[src/rtl/ntt_pkg.sv]
// ntt_pkg: shared constants and types for the NTT butterfly sequencer.
//   N_LOG        log2 of polynomial length (one layer per bit)
//   NUM_BF       butterflies issued per layer
//   PIPE_LAT     default read-to-write-back latency (RAM read + BFU)
//   IDLE..DONE   sequencer state encoding
//   wb_entry_t   one slot of the write-back delay line
package ntt_pkg;

  localparam int unsigned N_LOG       = 8;
  localparam int unsigned NUM_LAYERS  = N_LOG;
  localparam int unsigned NUM_BF      = 1 << (N_LOG - 1);
  localparam int unsigned RD_LAT_DEF  = 1;
  localparam int unsigned BFU_LAT_DEF = 11;
  localparam int unsigned PIPE_LAT    = RD_LAT_DEF + BFU_LAT_DEF;

  localparam logic [1:0] IDLE  = 2'd0;
  localparam logic [1:0] ISSUE = 2'd1;
  localparam logic [1:0] DRAIN = 2'd2;
  localparam logic [1:0] DONE  = 2'd3;

  typedef struct packed {
    logic       vld;
    logic [7:0] a;
    logic [7:0] b;
  } wb_entry_t;

endpackage

[src/rtl/ntt_addr_gen.sv]
// ntt_addr_gen: maps (sel, layer, bf) to coefficient and twiddle addresses, registered.
//   clk, rst      clock, async active-high reset
//   sel           0: NTT (len halves per layer), 1: INTT (len doubles per layer)
//   layer, bf     layer 0..7 and butterfly index 0..127 for the next issue cycle
//   rd_addr_a/b   coefficient pair j, j+len
//   tw_addr       twiddle ROM index 1..255
module ntt_addr_gen
  import ntt_pkg::*;
(
  input  logic       clk,
  input  logic       rst,
  input  logic       sel,
  input  logic [2:0] layer,
  input  logic [6:0] bf,
  output logic [7:0] rd_addr_a,
  output logic [7:0] rd_addr_b,
  output logic [7:0] tw_addr
);

  logic [2:0] s;
  logic [3:0] sh;
  logic [7:0] len;
  logic [6:0] g;
  logic [6:0] off;
  logic [7:0] a_d;
  logic [7:0] b_d;
  logic [7:0] tw_d;

  always_comb begin
    s   = sel ? layer : 3'd7 - layer;
    sh  = {1'b0, s} + 4'd1;
    len = 8'd1 << s;
    // bf splits into group index (high bits) and offset within the group (low s bits)
    g   = bf >> s;
    off = bf & 7'(len - 8'd1);
    a_d = ({1'b0, g} << sh) | {1'b0, off};
    b_d = a_d + len;
    // NTT walks zetas upward from 128>>s; INTT walks down from (256>>s)-1 == 255>>s
    if (sel) tw_d = (8'hFF >> s) - {1'b0, g};
    else     tw_d = (8'd128 >> s) + {1'b0, g};
  end

  always_ff @(posedge clk or posedge rst) begin
    if (rst) begin
      rd_addr_a <= '0;
      rd_addr_b <= '0;
      tw_addr   <= '0;
    end else begin
      rd_addr_a <= a_d;
      rd_addr_b <= b_d;
      tw_addr   <= tw_d;
    end
  end

endmodule

[src/rtl/ntt_bfu_ctrl.sv]
// ntt_bfu_ctrl: sequencer for one in-place 256-point NTT/INTT on a single butterfly unit.
//   clk, rst             clock, async active-high reset
//   start, sel           start request (IDLE only) and mode (0 NTT, 1 INTT)
//   busy, done           transform in progress / one-cycle completion pulse
//   bfu_sel              mode latched for the BFU
//   rd_en, rd_addr_a/b   read strobe and coefficient pair
//   tw_addr              twiddle ROM index
//   wr_en, wr_addr_a/b   delayed write-back strobe and destinations
//   layer                current layer 0..7
module ntt_bfu_ctrl
  import ntt_pkg::*;
#(
  parameter int unsigned RD_LAT  = RD_LAT_DEF,
  parameter int unsigned BFU_LAT = BFU_LAT_DEF
) (
  input  logic       clk,
  input  logic       rst,
  input  logic       start,
  input  logic       sel,
  output logic       busy,
  output logic       done,
  output logic       bfu_sel,
  output logic       rd_en,
  output logic [7:0] rd_addr_a,
  output logic [7:0] rd_addr_b,
  output logic [7:0] tw_addr,
  output logic       wr_en,
  output logic [7:0] wr_addr_a,
  output logic [7:0] wr_addr_b,
  output logic [2:0] layer
);

  localparam int unsigned WB_LAT     = RD_LAT + BFU_LAT;
  localparam int unsigned CNT_W      = $clog2(WB_LAT + 1);
  localparam logic [6:0]  LAST_BF    = 7'(NUM_BF - 1);
  localparam logic [2:0]  LAST_LAYER = 3'(NUM_LAYERS - 1);

  logic [1:0]       state_q, state_d;
  logic [2:0]       layer_q, layer_d;
  logic [6:0]       bf_q, bf_d;
  logic [CNT_W-1:0] cnt_q, cnt_d;
  logic             sel_q, sel_d;
  logic             rd_en_q;
  wb_entry_t        dly_q [WB_LAT];

  always_comb begin
    state_d = state_q;
    layer_d = layer_q;
    bf_d    = bf_q;
    cnt_d   = cnt_q;
    sel_d   = sel_q;
    unique case (state_q)
      IDLE: begin
        if (start) begin
          state_d = ISSUE;
          sel_d   = sel;
          layer_d = '0;
          bf_d    = '0;
        end
      end
      ISSUE: begin
        bf_d = bf_q + 7'd1;
        if (bf_q == LAST_BF) begin
          state_d = DRAIN;
          cnt_d   = CNT_W'(1);
        end
      end
      DRAIN: begin
        // Hold off the next layer until its inputs have all been written back
        cnt_d = cnt_q + CNT_W'(1);
        if (cnt_q == CNT_W'(WB_LAT)) begin
          if (layer_q == LAST_LAYER) begin
            state_d = DONE;
          end else begin
            state_d = ISSUE;
            layer_d = layer_q + 3'd1;
            bf_d    = '0;
          end
        end
      end
      DONE:    state_d = IDLE;
      default: state_d = IDLE;
    endcase
  end

  always_ff @(posedge clk or posedge rst) begin
    if (rst) begin
      state_q <= IDLE;
      layer_q <= '0;
      bf_q    <= '0;
      cnt_q   <= '0;
      sel_q   <= 1'b0;
      rd_en_q <= 1'b0;
    end else begin
      state_q <= state_d;
      layer_q <= layer_d;
      bf_q    <= bf_d;
      cnt_q   <= cnt_d;
      sel_q   <= sel_d;
      rd_en_q <= (state_d == ISSUE);
    end
  end

  // Fed with next-state values so the registered addresses line up with rd_en_q
  ntt_addr_gen u_addr_gen (
    .clk       (clk),
    .rst       (rst),
    .sel       (sel_d),
    .layer     (layer_d),
    .bf        (bf_d),
    .rd_addr_a (rd_addr_a),
    .rd_addr_b (rd_addr_b),
    .tw_addr   (tw_addr)
  );

  // Slot 0 captures the issue cycle, so the last slot appears WB_LAT cycles after rd_en
  always_ff @(posedge clk or posedge rst) begin
    if (rst) begin
      for (int i = 0; i < int'(WB_LAT); i++) dly_q[i] <= '0;
    end else begin
      dly_q[0] <= '{vld: rd_en_q, a: rd_addr_a, b: rd_addr_b};
      for (int i = 1; i < int'(WB_LAT); i++) dly_q[i] <= dly_q[i-1];
    end
  end

  assign busy      = (state_q == ISSUE) || (state_q == DRAIN);
  assign done      = (state_q == DONE);
  assign bfu_sel   = sel_q;
  assign rd_en     = rd_en_q;
  assign layer     = layer_q;
  assign wr_en     = dly_q[WB_LAT-1].vld;
  assign wr_addr_a = dly_q[WB_LAT-1].a;
  assign wr_addr_b = dly_q[WB_LAT-1].b;

endmodule

[config.mk]
export PLATFORM = sky130hd
export DESIGN_NAME = ntt_bfu_ctrl
export DESIGN_NICKNAME = d
export VERILOG_FILES = /design/src/rtl/ntt_pkg.sv /design/src/rtl/ntt_addr_gen.sv /design/src/rtl/ntt_bfu_ctrl.sv
export SDC_FILE = /design/constraint.sdc
export NUM_CORES = 1
export LEC_CHECK = 0
export CAP_MARGIN = 20
export CORE_ASPECT_RATIO = 0.6
export CORE_UTILIZATION = 59
export CTS_CLUSTER_SIZE = 14
export DETAILED_ROUTE_END_ITERATION = 6
export GPL_TIMING_DRIVEN = 0
export PLACE_DENSITY = 0.89
export REMOVE_ABC_BUFFERS = 1
export SLEW_MARGIN = 30
export SYNTH_ARGS = -nofsm -noshare
export SYNTH_HDL_FRONTEND = slang
export SYNTH_SLANG_ARGS = --single-unit
[constraint.sdc]
create_clock -name clk -period 12.1 [get_ports clk]
set_clock_uncertainty 0.05 [all_clocks]
set_input_delay 2.42 -clock clk [delete_from_list [all_inputs] [get_ports clk]]
set_output_delay 2.42 -clock clk [all_outputs]
set_load 0.005 [all_outputs]
Word-level counts from Yosys, hierarchy flattened --
Index checks and enable logic that the tools add are counted. W data, S select, Z words.
Cells by class: add/sub/neg operators 9, equality and inequality tests 8, shift-type cells 5, mux-type cells 19, bitwise gates (word level) 2, reductions and logical operators 4
Operators by type and width (count):
- $mux W7 | 3
- $pmux W7 S3 | 1
- $shr A8 B3 Y8 const A | 2
- $mux W3 | 4
- $add A8 B7 Y8 | 1
- $add A8 B8 Y8 | 1
- $mux W2 | 4
- $mux W8 | 1
- $or A8 B7 Y8 | 1
- $pmux W2 S4 | 1
- $pmux W4 S2 | 1
- $shl A1 B3 Y8 const A | 1
- $shl A7 B4 Y8 | 1
- $sub A8 B7 Y8 | 1
- $add A7 B1 Y7 const B | 1
- $and A7 B7 Y7 | 1
- $eq A7 B7 Y1 const B | 1
- $shr A7 B3 Y7 | 1
- $sub A7 B1 Y7 const B | 1
- $pmux W3 S2 | 1
- $add A3 B1 Y4 const B | 1
- $add A4 B1 Y4 const B | 1
- $eq A2 B1 Y1 const B | 2
- $eq A2 B2 Y1 const B | 2
- other kinds (11) | 12
Word-level totals: register bits after elaboration 246, input port bits 4, output and inout bits 48, word-level logic and storage cells 92

Longest topological paths before layout --
depth in word-level cells 11, gate-level depth with buffers 21, gate-level depth less buffers 21

By module --
A second synthesis with hierarchy kept.
Unflattened totals: cells, all modules 633, area, all modules 8963.6 µm²
Modules (own cells, without submodules):
- ntt_bfu_ctrl | times used 1, cells each 324, area each 6273.5 µm², sequential area each 5555.3 µm²
- ntt_addr_gen | times used 1, cells each 309, area each 2690.1 µm², sequential area each 600.6 µm²

Worst setup path after synthesis --
Ideal clock, no wire load.
kind input-to-reg, start input sel, end register u_addr_gen.rd_addr_b[7], setup time 0.123 ns, arrival 6.399 ns, data required time 11.927 ns, slack 5.529 ns, stages 17, path buffers 3, path through and3_1 nor2_2 inv_2 xnor2_2 clkbuf_1 buf_1 ha_1 buf_1 a31o_2 o32ai_1 ha_1 a21o_1 nor2_1 a2111oi_2 o41ai_1 o41a_1 xnor2_1
Between the ends: cells in the longest elaborated chain, start to end 8, elaborated cells between the ends (all ways) 11, those cells by class add/sub: 3; shift: 3; mux: 3; bitwise: 2
Ends and longest elaborated chain:
- start, declared | line ntt_bfu_ctrl.sv:19 | input logic sel,
- $mux W1 * | line ntt_bfu_ctrl.sv:54 | if (start) begin
- $mux W1 * | line ntt_bfu_ctrl.sv:52 | unique case (state_q)
- $mux W3 * | line ntt_addr_gen.sv:30 | s = sel ? layer : 3'd7 - layer;
- $shl A1 B3 Y8 | line ntt_addr_gen.sv:32 | len = 8'd1 << s;
- $sub A7 B1 Y7 | line ntt_addr_gen.sv:35 | off = bf & 7'(len - 8'd1);
- $and A7 B7 Y7 | line ntt_addr_gen.sv:35
- $or A8 B7 Y8 * | line ntt_addr_gen.sv:36 | a_d = ({1'b0, g} << sh) | {1'b0, off};
- named net u_addr_gen.a_d[1] | line ntt_addr_gen.sv:25 | logic [7:0] a_d;
- $add A8 B8 Y8 * | line ntt_addr_gen.sv:37 | b_d = a_d + len;
- named net u_addr_gen.b_d[7] | line ntt_addr_gen.sv:26 | logic [7:0] b_d;
- end signal, assigned | line ntt_addr_gen.sv:46 | rd_addr_b <= '0;
- end signal, assigned | line ntt_addr_gen.sv:50 | rd_addr_b <= b_d;
- end, declared | line ntt_addr_gen.sv:16 | output logic [7:0] rd_addr_b,
Mark *: on every way through the listed nets, which the timed path passes. The rest lies on a longest branch. A chain may end at the register's enable or synchronous reset.

Final worst setup path --
start input start, end register u_addr_gen.rd_addr_b[7]
Between the ends: cells in the longest elaborated chain, start to end 9, elaborated cells between the ends (all ways) 16, those cells by class add/sub: 4; shift: 3; mux: 7; bitwise: 2
Ends and longest elaborated chain:
- start, declared | line ntt_bfu_ctrl.sv:18 | input logic start,
- $mux W3 | line ntt_bfu_ctrl.sv:54
- $pmux W3 S2 | line ntt_bfu_ctrl.sv:52
- $sub A3 B3 Y3 | line ntt_addr_gen.sv:30
- $mux W3 | line ntt_addr_gen.sv:30
- $shl A1 B3 Y8 | line ntt_addr_gen.sv:32
- $sub A7 B1 Y7 | line ntt_addr_gen.sv:35
- $and A7 B7 Y7 | line ntt_addr_gen.sv:35
- $or A8 B7 Y8 * | line ntt_addr_gen.sv:36
- named net u_addr_gen.a_d[1] | line ntt_addr_gen.sv:25
- $add A8 B8 Y8 * | line ntt_addr_gen.sv:37
- named net u_addr_gen.b_d[7] | line ntt_addr_gen.sv:26
Marks and branches as above.

==> impl_summary.log <==
INFO  metric cts_repair_resize_count = 0
INFO  metric startpoint_of_the_worst_setup_timing_path = start
INFO  metric synth_xor_area_frac = 0.0225
INFO  metric dr.first_iter.drc_count = 568
INFO  metric num_io_pins = 52
INFO  metric crit_path_start_kind = input pin
INFO  metric post-layout-total-power = about 3 mW
INFO  metric crit_chain = clkdlybuf4s50_1 > and3_1 > nor2_2 > inv_2 > xnor2_4 > inv_2 > nand3_1 > a21oi_1 > a211oi_2 > inv_2 > nor2_1 > a21oi_1 > o32ai_1 > ha_1 > a21o_1 > a21oi_1 > o2bb2ai_1 > o41ai_1 > o41a_1 > xnor2_1
INFO  metric drive_gt1_frac = 0.0844
INFO  metric internal-power = about 1.9 mW
INFO  metric place.detailed.instances = 855
INFO  metric globalplace.congestion = around 0.83
INFO  metric min_delay_path_depth = 0
INFO  metric numClockSinks = 246
INFO  metric finalHoldViolCount = 0
INFO  metric holdBufCountCts = 0
INFO  metric regToRegStartpoint = state_q[0]$_DFF_PP0_
INFO  metric total_routing_usage_reported_by_global_routing = 0.280
INFO  metric final_net_count = 719
INFO  metric power.ir.vdd_worst = 0.146 mV
INFO  metric edff_count_synth = 0
INFO  metric detailedPlacementHpwl = roughly 12000 um
INFO  metric rsz0062_at_grt = no
INFO  metric critical_path_peak_fanout = 26
INFO  metric post_synthesis_adder_cell_area_fraction = 0.0509
INFO  metric worstSetupEndpointType = register
INFO  metric ys_dominant_reg_cell = sky130_fd_sc_hd__dfrtp_1
INFO  metric synthTopCellsByCount = sky130_fd_sc_hd__dfrtp_1 (246), sky130_fd_sc_hd__nor2_1 (35), sky130_fd_sc_hd__ha_1 (32), sky130_fd_sc_hd__nand2_1 (30)
INFO  metric layoutNonFillerInstCount = approximately 900
INFO  metric die_area = approximately 16000 um2
INFO  metric drv.max_cap_violation_count = 0
INFO  metric pwr_density_cell = around 300 nW/um2
INFO  metric synth.most_common_cell = sky130_fd_sc_hd__dfrtp_1
INFO  metric cts.root.buffer_cell = sky130_fd_sc_hd__clkbuf_16
INFO  metric synth-seq-area-share = 0.696
INFO  metric chipWidth = roughly 160 um
INFO  metric max-slew-margin-rel = 0.446
INFO  metric first_pass_grt_wire_length = 32600 um
INFO  metric cts_tree = yes
INFO  metric ys_seq_elements = about 250
INFO  metric setup_total_negative_slack = 0 ps
INFO  metric muxShareOfSynthArea = 0.0167
INFO  metric startpoint_of_the_lowest_slack_hold_path = dly_q[98]$_DFF_PP0_
INFO  metric power.net_switching = 1.09 mW
INFO  metric post_cts_buffers = 0
INFO  metric drt_drc_violations_left = 0
INFO  metric sw_frac_of_total = 0.364
INFO  metric post_synth_inst_count = about 630
INFO  metric main_combinational_cell_family_by_area_after_synthesis = compound AO/OA/AOI/OAI gates
INFO  metric slew_violations = 0
INFO  metric min-delay-path-class = reg2reg
INFO  metric ctsHtreeMaxLevel = 1
INFO  metric die_h = 96.8 um
INFO  metric synth_top_area_share = 0.696
INFO  metric share_seq_of_total_power = 0.429
INFO  metric number_of_buffers_added_by_the_clock_tree_synthesis_step = 22
INFO  metric critical_path.max_stage_delay = 750 ps
INFO  metric min_period = approximately 8500 ps
INFO  metric clock_insertion_delay_worst_skew = 520 ps
INFO  metric antenna_cells_inserted = 0
INFO  metric clock_tree.buffer_depth = 3
INFO  metric timing.critical_path.required = 12480 ps
INFO  metric yosys.area_share.simple = 0.0792
INFO  metric r2r_cells = 21
INFO  metric postRouteWirelength = 20700 um
INFO  metric synth_top_cell_by_area = sky130_fd_sc_hd__dfrtp_1
INFO  metric grt_antenna_before_repair = 1
INFO  metric worst_ep_arrival_time = 8880 ps
INFO  metric clkPwrFrac = 0.215
INFO  metric cpMaxStageDelayCell = sky130_fd_sc_hd__xnor2_4
INFO  metric finalCoreUtilization = 0.696
INFO  metric clk_pin_slew = 70 ps
INFO  metric synth.yosys.warnings = 0
INFO  metric outcome = complete, no violations
INFO  metric vias = between 5000 and 6000
INFO  metric report.final.setup_viol = 0
INFO  metric syn-mean-instance-area = 14.0 um2
INFO  metric num-fill-cells = 919
INFO  metric coreArea = roughly 15000 um2
INFO  metric ys_async_sr_fraction = 1.00
INFO  metric vias_in_the_first_global_route = 5617
INFO  metric synth_compound_area_frac = 0.102
INFO  metric aggregate_global_routing_overflow = 0
INFO  metric synth_cell_type_count = slightly above 80
INFO  metric max_clock_freq = ~0.12 GHz
INFO  metric ff2ff_setup_slack = 5190 ps
INFO  metric synth.top_cells.by_area = sky130_fd_sc_hd__dfrtp_1 (70%), sky130_fd_sc_hd__ha_1 (4.5%), sky130_fd_sc_hd__a21oi_1 (1.5%)
INFO  metric port-buffer-count = 51
INFO  metric critical_path.reg2reg.endpoint = u_addr_gen.rd_addr_b[7]$_DFF_PP0_
INFO  metric final_antenna_net_count = 0
INFO  metric hold_path_end = dly_q[81]$_DFF_PP0_
INFO  metric area_overhead_of_the_layout_relative_to_synthesis = 14.5%
INFO  metric worstMarginPinSlew = 831 ps
INFO  metric synthesis.area = 8850 um2
INFO  metric share_comb_of_total_power = 0.357
INFO  metric viasPerCell = 6.13
INFO  metric std_cell_rows = 34
INFO  metric leakagePower = ~4.8 nW
INFO  metric crit_type = in2reg
INFO  metric wl_per_cell = 23.4 um
INFO  metric initial_utilization = 0.608
INFO  metric grt_max_degree = 91
INFO  metric detail_route.first_pass.iterations = 5
INFO  metric post-route-period-util = 0.702
-- area by class of cell --
cell class	instances	area, um2	share of cell area
Clock buffer	27	589	0.0582
Clock inverter	3	33.8	0.00334
Inverter	31	124	0.0122
Multi-Input combinational cell	327	2410	0.238
Sequential cell	246	6160	0.608
Tap cell	198	248	0.0245
Timing Repair Buffer	53	566	0.0559
-- sequential cells by signal, summed over array words and instances, names as in the netlist --
register              cells
wr_en                     1
bfu_sel                   1
u_addr_gen.rd_addr_a      8
layer                     3
wr_addr_a                 8
cnt_q                     4
u_addr_gen.tw_addr        8
state_q                   2
rd_en                     1
bf_q                      7
wr_addr_b                 8
u_addr_gen.rd_addr_b      8
dly_q                   187
-- critical path, delay by kind of cell --
| family | cells | cell delay [ps] |
|---|---|---|
| compound gates | 9 | 2670 |
| xor+xnor | 2 | 880 |
| fa+ha+maj | 1 | 380 |
| buf+inv | 4 | 1270 |
| simple gates | 4 | 1220 |
-- per-stage QoR --
stage	instance area (um2)	worst slack, ps	hold WS [ps]
global placement	9430	741	282
global route	10100	3350	298
finish	10100	3610	293
detailed placement	9500	3460	285
CTS	10100	3770	294
floorplan	8670	2870	281
-- metal layers --
layer / vias to the layer above / global-route usage / routed length (um)
li1: 2292 / - / -
met1: 2757 / 0.390 / 8540
met2: 296 / 0.442 / 9730
met3: 75 / 0.0716 / 1750
met4: 2 / 0.0799 / 628
met5: - / 0 / 12
-- logic make-up after synthesis --
kind of cell	after synthesis
AO/OA/AOI/OAI	119
buffers and inverters	61
multiplexers	12
adder cells (fa/ha/maj)	35
flip-flops	246
AND/OR/NAND/NOR	140
XOR/XNOR	21
-- how the worst max path moves through the flow --
stage	to	slack [ps]	depth (start not counted)
floorplan	bf_q[0]$_DFF_PP0_	2870	1
detailed placement	u_addr_gen.rd_addr_b[7]$_DFF_PP0_	3460	20
global route	u_addr_gen.rd_addr_b[7]$_DFF_PP0_	3350	20
global placement	u_addr_gen.tw_addr[3]$_DFF_PP0_	740	2
CTS	u_addr_gen.rd_addr_b[7]$_DFF_PP0_	3770	20
finish	u_addr_gen.rd_addr_b[7]$_DFF_PP0_	3610	20
-- power groups by stage --
stage / clock network (mW) / registers, mW / logic (mW)
final: 0.641 / 1.28 / 1.07
after detailed placement: 0 / 1.27 / 0.996
after global routing: 0.682 / 1.31 / 1.14
after floorplan: 0 / 1.22 / 0.655
after global placement: 0 / 1.23 / 0.948
after CTS: 0.652 / 1.28 / 1.03
-- layout by cell type, fill, tap and decap left out, types with 4 or more instances in the layout --
master / count
sky130_fd_sc_hd__dfrtp_1: 246
sky130_fd_sc_hd__clkdlybuf4s50_1: 51
sky130_fd_sc_hd__nor2_1: 35
sky130_fd_sc_hd__ha_1: 32
sky130_fd_sc_hd__nand2_1: 30
sky130_fd_sc_hd__a21oi_1: 27
sky130_fd_sc_hd__inv_1: 26
sky130_fd_sc_hd__clkbuf_16: 22
sky130_fd_sc_hd__o21ai_0: 21
sky130_fd_sc_hd__nor3_1: 17
sky130_fd_sc_hd__nand3_1: 14
sky130_fd_sc_hd__xnor2_1: 12
sky130_fd_sc_hd__and3_1: 11
sky130_fd_sc_hd__mux2i_1: 8
sky130_fd_sc_hd__xor2_1: 7
sky130_fd_sc_hd__nand4_1: 5
sky130_fd_sc_hd__or3_1: 5
sky130_fd_sc_hd__inv_2: 4
sky130_fd_sc_hd__o211ai_1: 4
sky130_fd_sc_hd__a31o_2: 4
sky130_fd_sc_hd__a21o_1: 4
sky130_fd_sc_hd__nand2b_1: 4
Note: power is estimated with default switching activity, not from simulation.
